$ cat src/rtl/joy_cond_pkg.sv
// Shared constants, coin FSM state encoding and small helpers for the joystick conditioner.
package joy_cond_pkg;

    localparam int JB_UP    = 0;
    localparam int JB_DOWN  = 1;
    localparam int JB_LEFT  = 2;
    localparam int JB_RIGHT = 3;
    localparam int JB_FIRE1 = 4;
    localparam int JB_FIRE2 = 5;
    localparam int JB_FIRE3 = 6;
    localparam int JB_START = 7;

    typedef enum logic [1:0] {IDLE, ARM, PULSE, WAIT_REL} coin_state_t;

    // Bits needed to count 0..n-1 (never less than one).
    function automatic int timer_w(input int n);
        return (n <= 2) ? 1 : $clog2(n);
    endfunction

    // Opposing directions held together cancel to "neither pressed" (active-low).
    function automatic logic [7:0] socd_clean(input logic [7:0] d);
        logic [7:0] r;
        r = d;
        if (!d[JB_UP] && !d[JB_DOWN]) begin
            r[JB_UP]   = 1'b1;
            r[JB_DOWN] = 1'b1;
        end
        if (!d[JB_LEFT] && !d[JB_RIGHT]) begin
            r[JB_LEFT]  = 1'b1;
            r[JB_RIGHT] = 1'b1;
        end
        return r;
    endfunction

endpackage

$ cat src/rtl/joy_coin_fsm.sv
// Per-player coin synthesizer: a long start+fire1 hold yields one fixed-length active-low coin pulse.
module joy_coin_fsm
    import joy_cond_pkg::*;
#(
    parameter int HOLD_TICKS  = 500,
    parameter int PULSE_TICKS = 50
) (
    input  logic clk,
    input  logic reset,
    input  logic tick,
    input  logic start_n,
    input  logic fire1_n,
    output logic coin_n,
    output logic mask
);

    localparam int TW = (timer_w(HOLD_TICKS) > timer_w(PULSE_TICKS)) ?
                        timer_w(HOLD_TICKS) : timer_w(PULSE_TICKS);
    localparam logic [TW-1:0] HOLD_LAST  = TW'(HOLD_TICKS - 1);
    localparam logic [TW-1:0] PULSE_LAST = TW'(PULSE_TICKS - 1);

    coin_state_t   state, state_nxt;
    logic [TW-1:0] timer, timer_nxt;
    logic          combo;

    assign combo = !start_n && !fire1_n;

    always_ff @(posedge clk) begin
        if (reset) begin
            state  <= IDLE;
            timer  <= '0;
            coin_n <= 1'b1;
            mask   <= 1'b0;
        end else begin
            state  <= state_nxt;
            timer  <= timer_nxt;
            // Outputs registered from the next state so they align with the state register.
            coin_n <= (state_nxt != PULSE);
            mask   <= (state_nxt == PULSE) || (state_nxt == WAIT_REL);
        end
    end

    always_comb begin
        state_nxt = state;
        timer_nxt = timer;
        unique case (state)
            IDLE: begin
                timer_nxt = '0;
                if (combo) state_nxt = ARM;
            end
            ARM: begin
                if (!combo) begin
                    state_nxt = IDLE;
                    timer_nxt = '0;
                end else if (tick) begin
                    if (timer == HOLD_LAST) begin
                        state_nxt = PULSE;
                        timer_nxt = '0;
                    end else begin
                        timer_nxt = timer + 1'b1;
                    end
                end
            end
            PULSE: begin
                if (tick) begin
                    if (timer == PULSE_LAST) begin
                        state_nxt = WAIT_REL;
                        timer_nxt = '0;
                    end else begin
                        timer_nxt = timer + 1'b1;
                    end
                end
            end
            WAIT_REL: begin
                timer_nxt = '0;
                if (start_n && fire1_n) state_nxt = IDLE;
            end
            default: begin
                state_nxt = IDLE;
                timer_nxt = '0;
            end
        endcase
    end

endmodule

$ cat src/rtl/joy_conditioner.sv
// Resync, debounce and coin synthesis for two 8-button active-low joysticks.
// Build option JOY_SOCD_EN: cancel simultaneous opposite directions after debounce.
module joy_conditioner
    import joy_cond_pkg::*;
#(
    parameter int TICK_DIV         = 1389,
    parameter int DEBOUNCE_TICKS   = 4,
    parameter int COIN_HOLD_TICKS  = 500,
    parameter int COIN_PULSE_TICKS = 50
) (
    input  logic       clk,
    input  logic       reset,
    input  logic [7:0] joy1_raw,
    input  logic [7:0] joy2_raw,
    output logic [7:0] joy1_out,
    output logic [7:0] joy2_out,
    output logic       coin1_n,
    output logic       coin2_n,
    output logic       tick
);

    localparam int PW = (TICK_DIV <= 2) ? 1 : $clog2(TICK_DIV);
    localparam int CW = $clog2(DEBOUNCE_TICKS) + 1;
    localparam logic [PW-1:0] PRE_LAST = PW'(TICK_DIV - 1);
    localparam logic [CW-1:0] DB_LAST  = CW'(DEBOUNCE_TICKS - 1);
    localparam logic [7:0]    MASK_BITS = (8'h1 << JB_START) | (8'h1 << JB_FIRE1);

    logic [PW-1:0] pre;
    logic [15:0]   raw, sync1, s, d, cond, out_q;
    logic [1:0]    coin_n, mask;

    assign raw  = {joy2_raw, joy1_raw};
    assign tick = (pre == PRE_LAST);

    always_ff @(posedge clk) begin
        if (reset)     pre <= '0;
        else if (tick) pre <= '0;
        else           pre <= pre + 1'b1;
    end

    always_ff @(posedge clk) begin
        if (reset) begin
            sync1 <= '1;
            s     <= '1;
            out_q <= '1;
        end else begin
            sync1 <= raw;
            s     <= sync1;
            out_q <= cond;
        end
    end

    for (genvar i = 0; i < 16; i++) begin : g_db
        logic [CW-1:0] cnt;
        logic          d_q;
        always_ff @(posedge clk) begin
            if (reset) begin
                cnt <= '0;
                d_q <= 1'b1;
            end else if (tick) begin
                if (s[i] == d_q) begin
                    cnt <= '0;
                end else if (cnt == DB_LAST) begin
                    d_q <= s[i];
                    cnt <= '0;
                end else begin
                    cnt <= cnt + 1'b1;
                end
            end
        end
        assign d[i] = d_q;
    end

    for (genvar p = 0; p < 2; p++) begin : g_player
`ifdef JOY_SOCD_EN
        assign cond[p*8 +: 8] = socd_clean(d[p*8 +: 8]);
`else
        assign cond[p*8 +: 8] = d[p*8 +: 8];
`endif
        joy_coin_fsm #(
            .HOLD_TICKS  (COIN_HOLD_TICKS),
            .PULSE_TICKS (COIN_PULSE_TICKS)
        ) u_coin (
            .clk     (clk),
            .reset   (reset),
            .tick    (tick),
            .start_n (d[p*8 + JB_START]),
            .fire1_n (d[p*8 + JB_FIRE1]),
            .coin_n  (coin_n[p]),
            .mask    (mask[p])
        );
    end

    // Masking keeps the coin combo from also registering as a game start.
    assign joy1_out = out_q[7:0]  | ({8{mask[0]}} & MASK_BITS);
    assign joy2_out = out_q[15:8] | ({8{mask[1]}} & MASK_BITS);
    assign coin1_n  = coin_n[0];
    assign coin2_n  = coin_n[1];

endmodule

$ cat config.mk
export PLATFORM = sky130hd
export DESIGN_NAME = joy_conditioner
export DESIGN_NICKNAME = d
export VERILOG_FILES = /design/src/rtl/joy_cond_pkg.sv /design/src/rtl/joy_coin_fsm.sv /design/src/rtl/joy_conditioner.sv
export SDC_FILE = /design/constraint.sdc
export NUM_CORES = 1
export LEC_CHECK = 0
export BUFFER_PORTS_ARGS = -buffer_cell sky130_fd_sc_hd__buf_2
export CAP_MARGIN = 5
export CORE_UTILIZATION = 30
export CTS_CLUSTER_DIAMETER = 150
export DETAILED_ROUTE_END_ITERATION = 10
export HOLD_SLACK_MARGIN = 0.05
export PLACE_DENSITY = 0.57
export SETUP_SLACK_MARGIN = 0.1
export SLEW_MARGIN = 20
export SYNTH_ARGS = -nofsm -noshare
export SYNTH_HDL_FRONTEND = slang
export SYNTH_SLANG_ARGS = --single-unit
$ cat constraint.sdc
create_clock -name clk -period 2.02 [get_ports clk]
set_clock_uncertainty 0.05 [all_clocks]
set_input_delay 0.404 -clock clk [delete_from_list [all_inputs] [get_ports clk]]
set_output_delay 0.404 -clock clk [all_outputs]
set_load 0.01 [all_outputs]
==> results.md <==
* Diodes inserted at 0
* Max-cap viol count at 0
* Crit path max fanout at 5
* CTS tree: done
* Prevailing post-synth register cell: dfxtp_1
* Worst Path Required at ~1600 ps
* Worst Tran Pin Value at 463 ps
* WHS Endpoint: sync1[9]$_SDFF_PP1_
* WL final at 12700 um
* Cell-internal power at between 4000 and 5000 uW
* Slew headroom at 0.689
* Boundary pin count at 37
* Maximum buffer depth of the clock tree at 2
* Tcrit/Tclk final at 0.993
* Synth top area share at 0.480
* Overall Global Routing Usage at 0.121
* CTS buffer count at 17
* Gate Count Post-Synth at about 660
* Final Hold Fails at 0
* Critical path launch point type: register
* Antenna-violating nets left at 0
* Hold Crit Start: joy2_raw[1]
* Clock share of power at 0.512
* Seq pwr share at 0.465
* Element type at the critical path end: output pin
* Fin Hold WS at 103 ps
* CTS clock-pin slew for the worst setup and hold paths at approximately 70 ps
* Post-Place Setup Slack at -14.7 ps
* Worst R2R Start: g_player[1].u_coin.timer[1]$_SDFFE_PP0P_
* Crit Path Class: reg -> out
* Total congestion overflow at 0
* First-pass GRT wire length at 20700 um
* Final Max Slew Viols at 0
* Mean number of vias per cell at ~4.7
* Post-synth net total at about 700
* # DRC at 0
* Post-synthesis cell type count at 64
* Initial antenna violation count at 0
* Chip width at approximately 140 um
* CP Launch Point: pre[1]$_SDFF_PP0_
* Commonest non-fill, non-tap cell in the layout: dfxtp_1
* Crit path arrival time at 1550 ps
* Hold path depth at 2
* DRT Pass-1 Iters at 4
* Worst hold path class: in -> reg
* Final Util at 0.393
* Synth Register Bits at approximately 150
* Number of global-route vias before repair at between 4000 and 5000
* Dominant cells by area after synthesis: dfxtp_1, or2_2, ha_1
* Die Y at about 140 um
* Gpl congestion at about 0.76
* DR WL/cell at around 13 um
* Worst reg2reg setup slack at approximately 50 ps
* Final net count at 750
* Sequential area share after synthesis at 0.480
* Number of rows in the core area at approximately 50
* Max Fclk at around 0.5 GHz
* Synth warn at 0
* Yosys top cell by area: dfxtp_1
* IO buf count at 36
* Ratio of cells with drive above 1 in the final layout at 0.308
* Comb pwr share at 0.023
* Final min period at around 2000 ps
* Switching pwr at approximately 1500 uW
* Status: finished clean
* Worst r2r dst: g_player[1].u_coin.timer[5]$_SDFFE_PP0P_
* Core Area at between 15000 and 20000 um^2
* Final setup fails at 0
* H-tree Lvls at 4
* Sw Share at 0.230
* Iter 0 DRT Violations at 230
* Area grow syn2layout at 26.4%
* CTS Sinks at between 100 and 150
* Most frequent cells in the layout: dfxtp_1, or2_2, nand2_1
* Clock latency on the worst-skew pair at roughly 430 ps
* Hpwl dp at roughly 7500 um
* Pwr/cell area at around 820 nW/um^2
* Worst VDD drop at approximately 0.0007 V
* Synthesized cell area at around 6100 um^2
* Syn avg cell area at about 9.4 um^2
* Tot Pwr at 6330 uW
* Unrepaired setup endpoints after global routing: true
* Post-synth EDFFs at 0
* Via count at around 4700
* Setup ws final at 13.3 ps
* Post-synthesis async set-or-reset flop share at 0
* CTS Root Cell: clkbuf_16
* Pleak at 0.00298 uW
* Die area at 21000 um^2
* Starting density of the core at 0.311
* Worst r2r path cells at 8
* Largest net degree at the start of global routing at 73
==> Yosys cell counts, types with 12 or more instances <==
master	count
xnor2_1	17
inv_1	19
clkbuf_1	25
nor2_1	34
o21ai_0	31
nand2b_1	14
dfxtp_1	147
nor4b_1	15
or2_2	57
and3_1	22
a21oi_1	41
buf_4	12
ha_1	22
nand2_1	52
nand3_1	17
==> routing by layer <==
layer / up-vias / routed length, um / global-route usage
met1: 2211 / 6460 / 0.158
li1: 2406 / - / -
met4: 0 / 133 / 0.0415
met3: 10 / 381 / 0.0358
met2: 46 / 5730 / 0.188
met5: - / 0 / 0
==> sequential cells by signal, indices dropped and copies added (netlist names) <==
signal                  cells
g_db.cnt                   48
g_db.d_q                   16
g_player.u_coin.coin_n      2
g_player.u_coin.state       4
g_player.u_coin.timer      18
out_q                      16
pre                        11
s                          16
sync1                      16
==> worst max-delay path by stage <==
stage	endpoint	cells after the start
after detailed placement	g_player[1].u_coin.timer[2]$_SDFFE_PP0P_	6
after floorplan	g_player[1].u_coin.timer[3]$_SDFFE_PP0P_	6
after CTS	g_player[1].u_coin.timer[3]$_SDFFE_PP0P_	7
final	tick	7
after global placement	g_player[1].u_coin.timer[3]$_SDFFE_PP0P_	6
after global routing	tick	7
==> power by group through the flow <==
stage	logic (uW)	clock network [uW]	registers, uW
global placement	144	0	3010
floorplan	85.3	0	3010
detailed placement	144	0	3010
finish	143	3250	2940
CTS	143	3330	2950
global route	163	3490	2950
==> timing repair <==
item                       CTS  global route
resized for setup           22            58
cloned                       1             2
hold buffers                 0             0
setup endpoints to repair   29            44
pin swaps                   13            15
setup buffers                6             6
==> cell type report <==
class / count / area, um^2
tap: 265 / 332
fill: 1945 / 12000
timing repair buffer: 82 / 678
clock buffer: 17 / 425
clock inverter: 15 / 189
inverter: 21 / 81.3
sequential: 147 / 2970
multi-input combinational: 441 / 3080
==> through the flow <==
stage                     area (um^2)  instances  setup TNS, ps
final                            7750        988              0
after global routing             7750        988          -56.6
after CTS                        7430        980          -30.3
after detailed placement         6660        941          -17.0
after global placement           6660        941              0
after floorplan                  6130        655              0
==> cells by family after synthesis <==
| group | Yosys count | share of synthesized area |
|---|---|---|
| AND/OR/NAND/NOR | 273 | 0.261 |
| flip-flops | 147 | 0.480 |
| AO/OA/AOI/OAI | 116 | 0.119 |
| buffers and inverters | 67 | 0.0508 |
| XOR/XNOR | 25 | 0.0357 |
| adder cells (fa/ha/maj) | 22 | 0.0449 |
| multiplexers | 5 | 0.00816 |
==> worst max-delay path, cell delays in order, from the launching register on <==
cell	delay [ps]
dfxtp_2	320
inv_2	40
ha_2	140
and4_1	190
nand3_2	110
inv_4	100
buf_12	120
buf_6	100
(Power assumes the default switching activity.)
